<file path="src/rtl/serial_fifo_ctrl.sv">
// serial_fifo_ctrl: synchronous FIFO with occupancy flags, overwrite-oldest mode and sticky errors
module serial_fifo_ctrl #(
   parameter int DATA_WIDTH = 8,
   parameter int DEPTH      = 8,
   parameter int AF_LEVEL   = DEPTH - 1,
   parameter int AE_LEVEL   = 1,
   localparam int PW        = (DEPTH > 1) ? $clog2(DEPTH) : 1,
   localparam int CW        = $clog2(DEPTH + 1)
) (
   input  logic                  clk,
   input  logic                  n_rst,
   input  logic                  clear,
   input  logic                  overwrite_en,
   input  logic                  wEnable,
   input  logic [DATA_WIDTH-1:0] wData,
   input  logic                  rEnable,
   output logic [DATA_WIDTH-1:0] rData,
   output logic [CW-1:0]         count,
   output logic                  fifoEmpty,
   output logic                  fifoFull,
   output logic                  almost_full,
   output logic                  almost_empty,
   output logic                  overflow,
   output logic                  underflow,
   input  logic                  clr_err
);

   logic [DATA_WIDTH-1:0] mem_q [DEPTH];
   logic [PW-1:0]         rptr_q, rptr_d, wptr_q, wptr_d;
   logic [CW-1:0]         count_q, count_d;
   logic                  ovf_q, ovf_d, udf_q, udf_d;
   logic                  full, empty, pop, push, ovw, store;

   function automatic logic [PW-1:0] nxt(input logic [PW-1:0] p);
      return (p == PW'(DEPTH - 1)) ? '0 : p + 1'b1;
   endfunction

   assign full  = count_q == CW'(DEPTH);
   assign empty = count_q == '0;
   // a read on empty is ignored; a write on full needs a same-cycle pop or overwrite mode
   assign pop   = rEnable & ~empty;
   assign push  = wEnable & (~full | pop);
   assign ovw   = wEnable & full & ~rEnable & overwrite_en;
   assign store = ~clear & (push | ovw);

   // next-state for pointers, occupancy and sticky errors; clear has priority
   always_comb begin
      rptr_d  = clear ? '0 : ((pop | ovw) ? nxt(rptr_q) : rptr_q);
      wptr_d  = clear ? '0 : ((push | ovw) ? nxt(wptr_q) : wptr_q);
      count_d = clear ? '0 : count_q + CW'(push) - CW'(pop);
      ovf_d   = clear ? 1'b0 : (ovf_q & ~clr_err) | (wEnable & full & ~rEnable);
      udf_d   = clear ? 1'b0 : (udf_q & ~clr_err) | (rEnable & empty);
   end

   // control state registers
   always_ff @(posedge clk or negedge n_rst) begin
      if (!n_rst) begin
         rptr_q  <= '0;
         wptr_q  <= '0;
         count_q <= '0;
         ovf_q   <= 1'b0;
         udf_q   <= 1'b0;
      end else begin
         rptr_q  <= rptr_d;
         wptr_q  <= wptr_d;
         count_q <= count_d;
         ovf_q   <= ovf_d;
         udf_q   <= udf_d;
      end
   end

   // storage array; clear leaves contents untouched
   always_ff @(posedge clk or negedge n_rst) begin
      if (!n_rst) begin
         for (int i = 0; i < DEPTH; i++) mem_q[i] <= '0;
      end else if (store) begin
         mem_q[wptr_q] <= wData;
      end
   end

   assign rData        = mem_q[rptr_q];
   assign count        = count_q;
   assign fifoEmpty    = empty;
   assign fifoFull     = full;
   assign almost_full  = count_q >= CW'(AF_LEVEL);
   assign almost_empty = count_q <= CW'(AE_LEVEL);
   assign overflow     = ovf_q;
   assign underflow    = udf_q;

endmodule

</file>
<file path="config.mk">
export PLATFORM = sky130hd
export DESIGN_NAME = serial_fifo_ctrl
export DESIGN_NICKNAME = d
export VERILOG_FILES = /design/src/rtl/serial_fifo_ctrl.sv
export SDC_FILE = /design/constraint.sdc
export NUM_CORES = 1
export LEC_CHECK = 0
export CAP_MARGIN = 20
export CORE_ASPECT_RATIO = 0.8
export CORE_MARGIN = 4
export CORE_UTILIZATION = 45
export CTS_BUF_LIST = sky130_fd_sc_hd__clkbuf_8
export CTS_CLUSTER_DIAMETER = 100
export DETAILED_ROUTE_END_ITERATION = 16
export GPL_TIMING_DRIVEN = 0
export MAX_ROUTING_LAYER = met4
export PLACE_DENSITY = 0.73
export SYNTH_ARGS = -nofsm -noshare
export SYNTH_HDL_FRONTEND = slang
export SYNTH_SLANG_ARGS = --single-unit
</file>
<file path="constraint.sdc">
create_clock -name clk -period 5.43 [get_ports clk]
set_input_delay 0.543 -clock clk [delete_from_list [all_inputs] [get_ports clk]]
set_output_delay 0.543 -clock clk [all_outputs]
set_load 0.01 [all_outputs]
</file>
==> run metrics, run 1 <==
outcome=finished, final reports clean; M2 GR Usage=0.2535; critical path class=flop to output port; Synth Net Count=277; synthesized flop and latch total=76; Slew Limit Fails=0; DRC=0; Max Clock Freq=304.9 MHz; CP peak stage delay=600 ps; Compound-Gate Fraction of Synth Area=0.01941; CTS buffer count=9; cts hold-fix bufs=0; EDFF count, synth=0; gr ovfl total=0; YS warnings=0; Final Util=0.5562; critical path fanouts, max=10; Yosys top cell by area=dfrtp_1; Finished Cell Area=4501 um2; DRT iter0 DRCs=66; LEAKAGE=2.041 nW; clock root cell=clkbuf_8; Worst EP required=4890 ps; Vias=2187; Arr. time, crit path=2740 ps; Synth Area in Simple Gates=0.08161; clock power share=0.238; overall routing resource usage=0.1718; Comb power frac=0.367; Max-Cap Viols=0; post-synth cell types=33; drt pass-1 iters=4; Final period util=0.6041; CP endpoint kind=output port; Final Hold Fails=0; Routed wire per std cell=18.87 um; critical-path cell list=buf_2, clkbuf_1, mux4_2, mux2_2, clkdlybuf4s50_1; pwr dens=440.5 nW/um2; Starting Density=0.4699; Avg Inst Size Synth=15.27 um2; XOR/XNOR share of the synthesized area=0.004607; Worst Clk Skew=11.60 ps; H-tree lvl count=3; # diodes=0; Primary FF master, synth=dfrtp_1; Worst-Margin Slew=732.9 ps; Cells after Synth=249; routed wire length=7660 um; chip height=90.22 um; Cell Area, Placed=4283 um2; M1 GR Usage=0.2325; Sw Pwr=0.5801 mW; grt peak-use layer=met2; Max VDD drop=215.3 uV; commonest non-fill, non-tap cell in the layout=dfrtp_1; die area=9994 um2; commonest cells after routing, fill and taps aside=76 x dfrtp_1, 65 x mux2_2, 31 x clkdlybuf4s50_1, 16 x mux4_2, 12 x ha_1; share of cells above drive strength 1=0.4094; synthesized-area fraction occupied by adder cells=0.04475; largest family of logic cells by synthesized area=multiplexers; clock buffer depth=2; Post-Syn Area=3802 um2; clock transition at the registers of the reported paths=80 ps; Power Total=1.983 mW; top-area cell type share of the netlist area=0.5002; mux cell area share after synthesis=0.3268; RSZ-0062 raised after global routing=no; worst skew pair latency=360 ps; internal power=1.403 mW; largest net degree at the start of global routing=53; worst r2r path cells=10; CP max-delay cell=clkbuf_1; register area share after synthesis=0.5002; global routing usage on met3=0.05436; clock sink count=76; DR vias/cell=5.387; Placeable Area=8092 um2; relative slew slack=0.5096; top post-synthesis cells by area=dfrtp_1 50%, mux2_2 19%, mux4_2 9.5%; Nets=321; gpl congestion=0.7354; CTS resizes=0; Post-DRT Antenna Nets=0; Synth async-reset ratio=1.000; # Post-CTS Setup Buffers=0; Hold WC Path Type=primary input to async pin; Die X=110.8 um; Tmin final=3280 ps; number of global-route vias before repair=2331; number of core rows=29; CTS tree=done; area growth from synthesis to layout=18.36%; first-pass GRT wire length=12780 um; startpoint types=flop; PortBufs=32; Final Setup Violations=0; setup TNS=0 ps; IO Count=33; initial antenna violation count=0; Seq pwr share=0.394; switching part of the total=0.2926; dpl hpwl=5104 um
-- path summary, 6_finish.rpt --
| check | from | end | slack [ps] |
|---|---|---|---|
| setup / recovery | rptr_q[1] | rData[4] | 2150 |
| hold / removal | n_rst | mem_q[6] | 90 |
| setup reg to reg | count[2] | count[2] | 2810 |
| hold reg to reg | mem_q[11] | mem_q[11] | 510 |
| max in group asynchronous | n_rst | mem_q[35] | 4770 |
| min in group clk | mem_q[11] | mem_q[11] | 510 |
-- cell families after synthesis --
logic type / count (synthesis)
fa+ha+maj: 13
buf+inv: 17
simple gates: 39
compound gates: 10
mux: 92
flops: 76
xor+xnor: 2
-- routing by layer --
metal  routed length [um]  vias to the layer above  share of wire
li1                     -                     1004              -
met1                 3765                     1142           0.49
met2                 3524                       31           0.46
met3                  287                       10          0.037
met4                   83                        0          0.011
met5                    0                        -              0
-- registers in the layout, indices dropped and copies added (netlist names) --
register	flops
count	4
rptr_q	3
mem_q	64
underflow	1
wptr_q	3
overflow	1
-- cell usage after synthesis (2+ instances only) --
cell,instances
a21oi_1,6
buf_2,2
buf_6,2
clkbuf_1,2
dfrtp_1,76
ha_1,12
inv_1,8
mux2_2,65
mux2_4,8
mux2i_1,3
mux4_2,16
nand2_1,5
nand2b_1,2
nand3_4,6
nor2_1,11
nor2b_1,6
nor3b_1,2
xnor2_1,2
-- final cells by class --
class / instances / area (um2)
inverters: 8 / 30.03
fillers: 682 / 3591
clock buffers: 10 / 137.6
multi-input cells: 156 / 1814
repair buffers: 33 / 345.3
clock inverters: 6 / 80.08
flip-flops and latches: 76 / 1902
well taps: 108 / 135.1
plain buffers: 9 / 56.30
-- per-stage QoR --
step / setup slack [ps] / std cells / hold slack [ps]
finish: 2150 / 406 / 85.69
floorplan: 2873 / 249 / 247.4
CTS: 2111 / 406 / 85.88
global route: 2037 / 406 / 100.2
global placement: 1150 / 389 / 483.1
detailed placement: 2505 / 390 / 479.9
-- critical path: cells and delay by family, from the launching register on --
family / cells / cell delay [ps]
buffers and inverters: 3 / 1340
flip-flops: 1 / 340
multiplexers: 2 / 700
-- power groups by stage --
stage,registers [mW],clock network (mW),logic [mW]
finish,0.782,0.472,0.728
CTS,0.781,0.485,0.740
detailed placement,0.792,0,0.734
global route,0.799,0.509,0.796
floorplan,0.774,0,0.473
global placement,0.786,0,0.717
(Power assumes the default switching activity.)
==> run 2, diff against run 1 <==
Clock period 5.43 ns to 3.39 ns, I/O delays scaled along.
==> run 2 against run 1 <==
Sequential cell count is the same. Sequential share of layout area shrank 0.094 points. Clock power up 61%. Worst setup slack got worse by 1800 ps. Non-clock buffer count grew 1. Total power rose by 60%. Design area is 0.22% higher. Critical path depth is the same. Global-route usage is essentially flat. Final cell count is 0.25% higher. Largest cell class unchanged.
==> run metrics, run 2 (synthesized netlist as in run 1, its figures left out) <==
outcome=finished, final reports clean (unchanged); critical-path cell list=buf_2, clkbuf_1, mux4_2, mux2_2, clkdlybuf4s50_1 (unchanged); Final period util=0.9046; RSZ-0062 raised after global routing=no (unchanged); Routed wire per std cell=18.85 um (was 18.87 um); Worst R2R Setup Slack=780 ps (was 2810 ps); largest net degree at the start of global routing=53 (unchanged); startpoint types=flop (unchanged); Worst EP required=3050 ps (was 4890 ps); CP endpoint kind=output port (unchanged); gr ovfl total=0 (unchanged); initial antenna violation count=0 (unchanged); commonest non-fill, non-tap cell in the layout=dfrtp_1 (unchanged); pwr dens=704.4 nW/um2 (was 440.5 nW/um2); Post-Layout Cell Count=407 (was 406); Worst-Margin Slew=733.1 ps (was 732.9 ps); clock transition at the registers of the reported paths=80 ps (about the same); CTS buffer count=9 (unchanged); placed cells=390 (unchanged); number of core rows=29 (unchanged); Nets=322 (was 321); crit-path leading delay family=buffers and inverters (unchanged); gpl congestion=0.7354 (unchanged); Slew Limit Fails=0 (unchanged); Cell Area, Placed=4283 um2 (unchanged); Finished Cell Area=4511 um2 (was 4501 um2); area growth from synthesis to layout=18.62% (was 18.36%); Max-Cap Viols=0 (unchanged); Final Setup Violations=0 (unchanged); H-tree lvl count=3 (unchanged); dpl hpwl=5104 um (unchanged); worst skew pair latency=360 ps (about the same); Max Clock Freq=326.1 MHz; critical path fanouts, max=10 (unchanged); first-pass GRT wire length=12810 um (was 12780 um); share of cells above drive strength 1=0.4080 (was 0.4094); IO Count=33 (unchanged); Die X=110.8 um (unchanged); Power Total=3.177 mW (was 1.983 mW); Hold WC Path Type=primary input to async pin (unchanged); WP buf/inv=3 (unchanged); Placeable Area=8092 um2 (unchanged); Post-DRT Antenna Nets=0 (unchanged); die area=9994 um2 (unchanged); # diodes=0 (unchanged); CP max-delay cell=clkbuf_1 (unchanged); critical path class=flop to output port (unchanged); drt pass-1 iters=4 (unchanged); CTS tree=done (unchanged); DRT iter0 DRCs=77 (was 66); Worst Clk Skew=9.416 ps (was 11.60 ps); PortBufs=32 (unchanged); routed wire length=7671 um (was 7660 um); Max VDD drop=345.3 uV (was 215.3 uV); Min Hold Slack=425.8 ps (was 85.69 ps); Most flops, register=mem_q (unchanged); clock buffer depth=2 (unchanged); LEAKAGE=2.046 nW (was 2.041 nW); overall routing resource usage=0.1721 (was 0.1718); worst r2r path cells=10 (unchanged); clock sink count=76 (unchanged); clock root cell=clkbuf_8 (unchanged); Arr. time, crit path=2730 ps (was 2740 ps); chip height=90.22 um (unchanged); DP Worst Slack=668.7 ps (was 2505 ps); filler cell count=681 (was 682); Vias=2180 (was 2187); CTS resizes=0 (unchanged); number of global-route vias before repair=2332 (was 2331); Levels on crit path=5 (unchanged); CP peak stage delay=600 ps (about the same); relative slew slack=0.5095 (was 0.5096); Worst Setup Slack, final=323.3 ps (was 2150 ps); # Post-CTS Setup Buffers=0 (unchanged); Starting Density=0.4699 (unchanged); Final Hold Fails=0 (unchanged); DRC=0 (unchanged); Tmin final=3067 ps; DR vias/cell=5.356 (was 5.387); commonest cells after routing, fill and taps aside=76 x dfrtp_1, 65 x mux2_2, 31 x clkdlybuf4s50_1, 16 x mux4_2, 12 x ha_1 (unchanged); number of flip-flops in the largest register=64 (unchanged)
run 2: changes by cell type in the layout (fill, tap and decap cells not counted):
cell	delta
dlygate4sd3_1	+1
run 2: cell type report:
| cell class | instances | area (um2) | share of cell area |
|---|---|---|---|
| Sequential cell | 76 | 1902 | 0.4216 |
| Multi-Input combinational cell | 156 | 1814 | 0.4022 |
| Timing Repair Buffer | 34 | 355.3 | 0.07878 |
| Clock buffer | 10 | 137.6 | 0.03051 |
| Tap cell | 108 | 135.1 | 0.02996 |
| Clock inverter | 6 | 80.08 | 0.01775 |
| Buffer | 9 | 56.30 | 0.01248 |
| Inverter | 8 | 30.03 | 0.006657 |
run 2: path summary, 6_finish.rpt:
check,from,endpoint
worst max-delay path,rptr_q[1],rData[4]
worst min-delay path,n_rst,mem_q[6]
worst max register to register,count[2],count[2]
worst min register to register,mem_q[11],mem_q[11]
max in group asynchronous,n_rst,mem_q[43]
min in group clk,mem_q[11],mem_q[11]
run 2: timing repair:
item / CTS / global route
endpoints found under the setup margin: 0 / 0
endpoints found under the hold margin: 24 / 0
hold buffers: 1 / 0
run 2: worst register-to-register path, stage by stage, from the launching register on:
cell,delay [ps]
dfrtp_1,400
inv_1,150
ha_1,230
nor3b_1,470
nor2_1,100
ha_1,290
inv_1,40
ha_1,190
fa_1,380
xnor2_1,170
nor2_1,50
run 2: stage by stage:
stage / utilization / TNS (ps)
finish: 0.5574 / 0
floorplan: - / 0
global route: 0.5574 / 0
global placement: 0.5262 / -51810
CTS: 0.5574 / 0
detailed placement: 0.5293 / 0
run 2: power breakdown:
group | switching (mW) | internal [mW] | total (mW)
sequential | 0.126 | 1.13 | 1.25
combinational | 0.474 | 0.692 | 1.17
clock | 0.330 | 0.428 | 0.759
run 2: layer usage:
metal	vias up	GRT usage	routed length, um
met3	10	0.05436	272
li1	1007	-	-
met4	0	0.04308	83
met5	-	-	0
met2	31	0.2535	3547
met1	1132	0.2334	3767
==> run 3, diff against run 2 <==
Settings changed: CELL_PAD_IN_SITES_DETAIL_PLACEMENT set to 0, CELL_PAD_IN_SITES_GLOBAL_PLACEMENT set to 1, PLACE_DENSITY 0.73 to 0.83.
==> run 3 against run 2 <==
Total power decreased by 2.4%. Design area shrank 0.39%. Die area is the same. Register-to-register slack worse by 70 ps. Sequential cell count unchanged. Critical path depth did not move. Count of clock-buffer cells in the layout increased by 1.
==> run metrics, run 3 (synthesized netlist as in run 1, its figures left out) <==
Routed wire per std cell=18.34 um (was 18.85 um); dpl hpwl=4879 um (was 5104 um); Setup crit start=rptr_q[1] (unchanged); Worst EP required=3050 ps (about the same); setup TNS=0 ps (unchanged); critical path class=flop to output port (unchanged); DP Worst Slack=674.6 ps (was 668.7 ps); critical path fanouts, max=10 (unchanged); clock transition at the registers of the reported paths=80 ps (about the same); Arr. time, crit path=2750 ps (was 2730 ps); WP buf/inv=3 (unchanged); Final Hold Fails=0 (unchanged); clock buffer depth=2 (unchanged); number of flip-flops in the largest register=64 (unchanged); commonest cells after routing, fill and taps aside=76 x dfrtp_1, 65 x mux2_2, 31 x clkdlybuf4s50_1, 16 x mux4_2, 12 x ha_1 (unchanged); Post-Layout Cell Count=406 (was 407); # diodes=0 (unchanged); IO Count=33 (unchanged); Max VDD drop=415.5 uV (was 345.3 uV); Die X=110.8 um (unchanged); area growth from synthesis to layout=18.16% (was 18.62%); worst skew pair latency=340 ps (was 360 ps); largest net degree at the start of global routing=67 (was 53); CP peak stage delay=590 ps (was 600 ps); chip height=90.22 um (unchanged); pwr dens=690.2 nW/um2 (was 704.4 nW/um2); DRC=0 (unchanged); Comb power frac=0.374 (was 0.367); Sw Pwr=0.9064 mW (was 0.9300 mW); Nets=322 (unchanged); Final period util=0.9118 (was 0.9046); CTS buffer count=9 (unchanged); Most flops, register=mem_q (unchanged); gr ovfl total=0 (unchanged); critical-path cell list=buf_2, clkbuf_1, mux4_2, mux2_2, clkdlybuf4s50_1 (unchanged); share of cells above drive strength 1=0.4128 (was 0.4080); Final Setup Violations=0 (unchanged); Starting Density=0.4699 (unchanged); Cell Area, Placed=4283 um2 (unchanged); Slew Limit Fails=0 (unchanged); clock power share=0.222 (was 0.239); Max-Cap Viols=0 (unchanged); number of global-route vias before repair=2183 (was 2332); overall routing resource usage=0.1617 (was 0.1721); first-pass GRT wire length=12100 um (was 12810 um); DRT iter0 DRCs=83 (was 77); outcome=finished, final reports clean (unchanged); CP endpoint kind=output port (unchanged); placed cells=390 (unchanged); clock root cell=clkbuf_8 (unchanged); H-tree lvl count=3 (unchanged); Post-DRT Antenna Nets=0 (unchanged); routed wire length=7446 um (was 7671 um); commonest non-fill, non-tap cell in the layout=dfrtp_1 (unchanged); Hold WC Path Type=primary input to async pin (unchanged); reg2reg start=count[2] (unchanged); Placeable Area=8092 um2 (unchanged); die area=9994 um2 (unchanged); Worst Setup Slack, final=299.0 ps (was 323.3 ps); Vias=2155 (was 2180); Seq pwr share=0.404 (was 0.394); crit-path leading delay family=buffers and inverters (unchanged); initial antenna violation count=0 (unchanged); switching part of the total=0.2923 (was 0.2927); CP max-delay cell=clkbuf_1 (unchanged); Worst-Margin Slew=752.3 ps (was 733.1 ps); LEAKAGE=2.036 nW (was 2.046 nW); internal power=2.195 mW (was 2.247 mW); PortBufs=32 (unchanged); number of core rows=29 (unchanged); relative slew slack=0.4985 (was 0.5095); clock sink count=76 (unchanged); gpl congestion=0.6920 (was 0.7354); DR vias/cell=5.308 (was 5.356); startpoint types=flop (unchanged); # Post-CTS Setup Buffers=0 (unchanged); CTS tree=done (unchanged); drt pass-1 iters=4 (unchanged); RSZ-0062 raised after global routing=no (unchanged); Finished Cell Area=4493 um2 (was 4511 um2); Final Util=0.5553 (was 0.5574); Max Clock Freq=323.5 MHz (was 326.1 MHz); Tmin final=3091 ps (was 3067 ps); Worst Clk Skew=8.988 ps (was 9.416 ps)
## run 3: worst paths after layout
| kind | end | slack (ps) | cells after the start |
|---|---|---|---|
| setup reg to reg | count[2] | 710 | 10 |
| hold / removal | mem_q[63] | 370 | 2 |
| max in group asynchronous | mem_q[60] | 2460 | 3 |
| hold reg to reg | mem_q[12] | 500 | 1 |
| min in group clk | mem_q[12] | 500 | 1 |
| setup / recovery | rData[4] | 300 | 5 |
## run 3: metal layers
layer  part of all wire  track usage
met5                  0            -
met3              0.045      0.04497
met1               0.48       0.2250
met4             0.0062      0.04000
met2               0.47       0.2364
## run 3: through the flow
step           hold slack (ps)  power, mW
2_1_floorplan            43.41      1.997
5_1_grt                  349.5      3.294
3_3_place_gp             483.0      2.402
6_report                 373.7      3.101
3_5_place_dp             192.4      2.438
4_1_cts                  358.6      3.140
## run 3: final cells by class
type	instances	area, um2
plain buffers	9	56.30
inverters	8	30.03
repair buffers	34	355.3
flip-flops and latches	76	1902
fillers	685	3598
well taps	108	135.1
multi-input cells	156	1814
clock buffers	11	151.4
clock inverters	4	48.80
## run 3: what timing repair did
item | CTS | global route
gates resized for setup | 0 | 0
endpoints found under the hold margin | 10 | 0
hold buffers | 1 | 0
## run 3: worst reg2reg max path, stage by stage (launching register included)
cell and delay [ps]:
dfrtp_1 400, inv_1 150, ha_1 220, nor3b_1 510, nor2_1 100, ha_1 310, inv_1 40, ha_1 200
fa_1 390, xnor2_1 170, nor2_1 60
## run 3: power by group through the flow
stage          Sequential, mW  Clock, mW  Combinational, mW
6_report                 1.25      0.689               1.16
3_5_place_dp             1.27          0               1.17
4_1_cts                  1.25      0.710               1.18
5_1_grt                  1.28      0.752               1.26
3_3_place_gp             1.26          0               1.14
2_1_floorplan            1.24          0              0.758
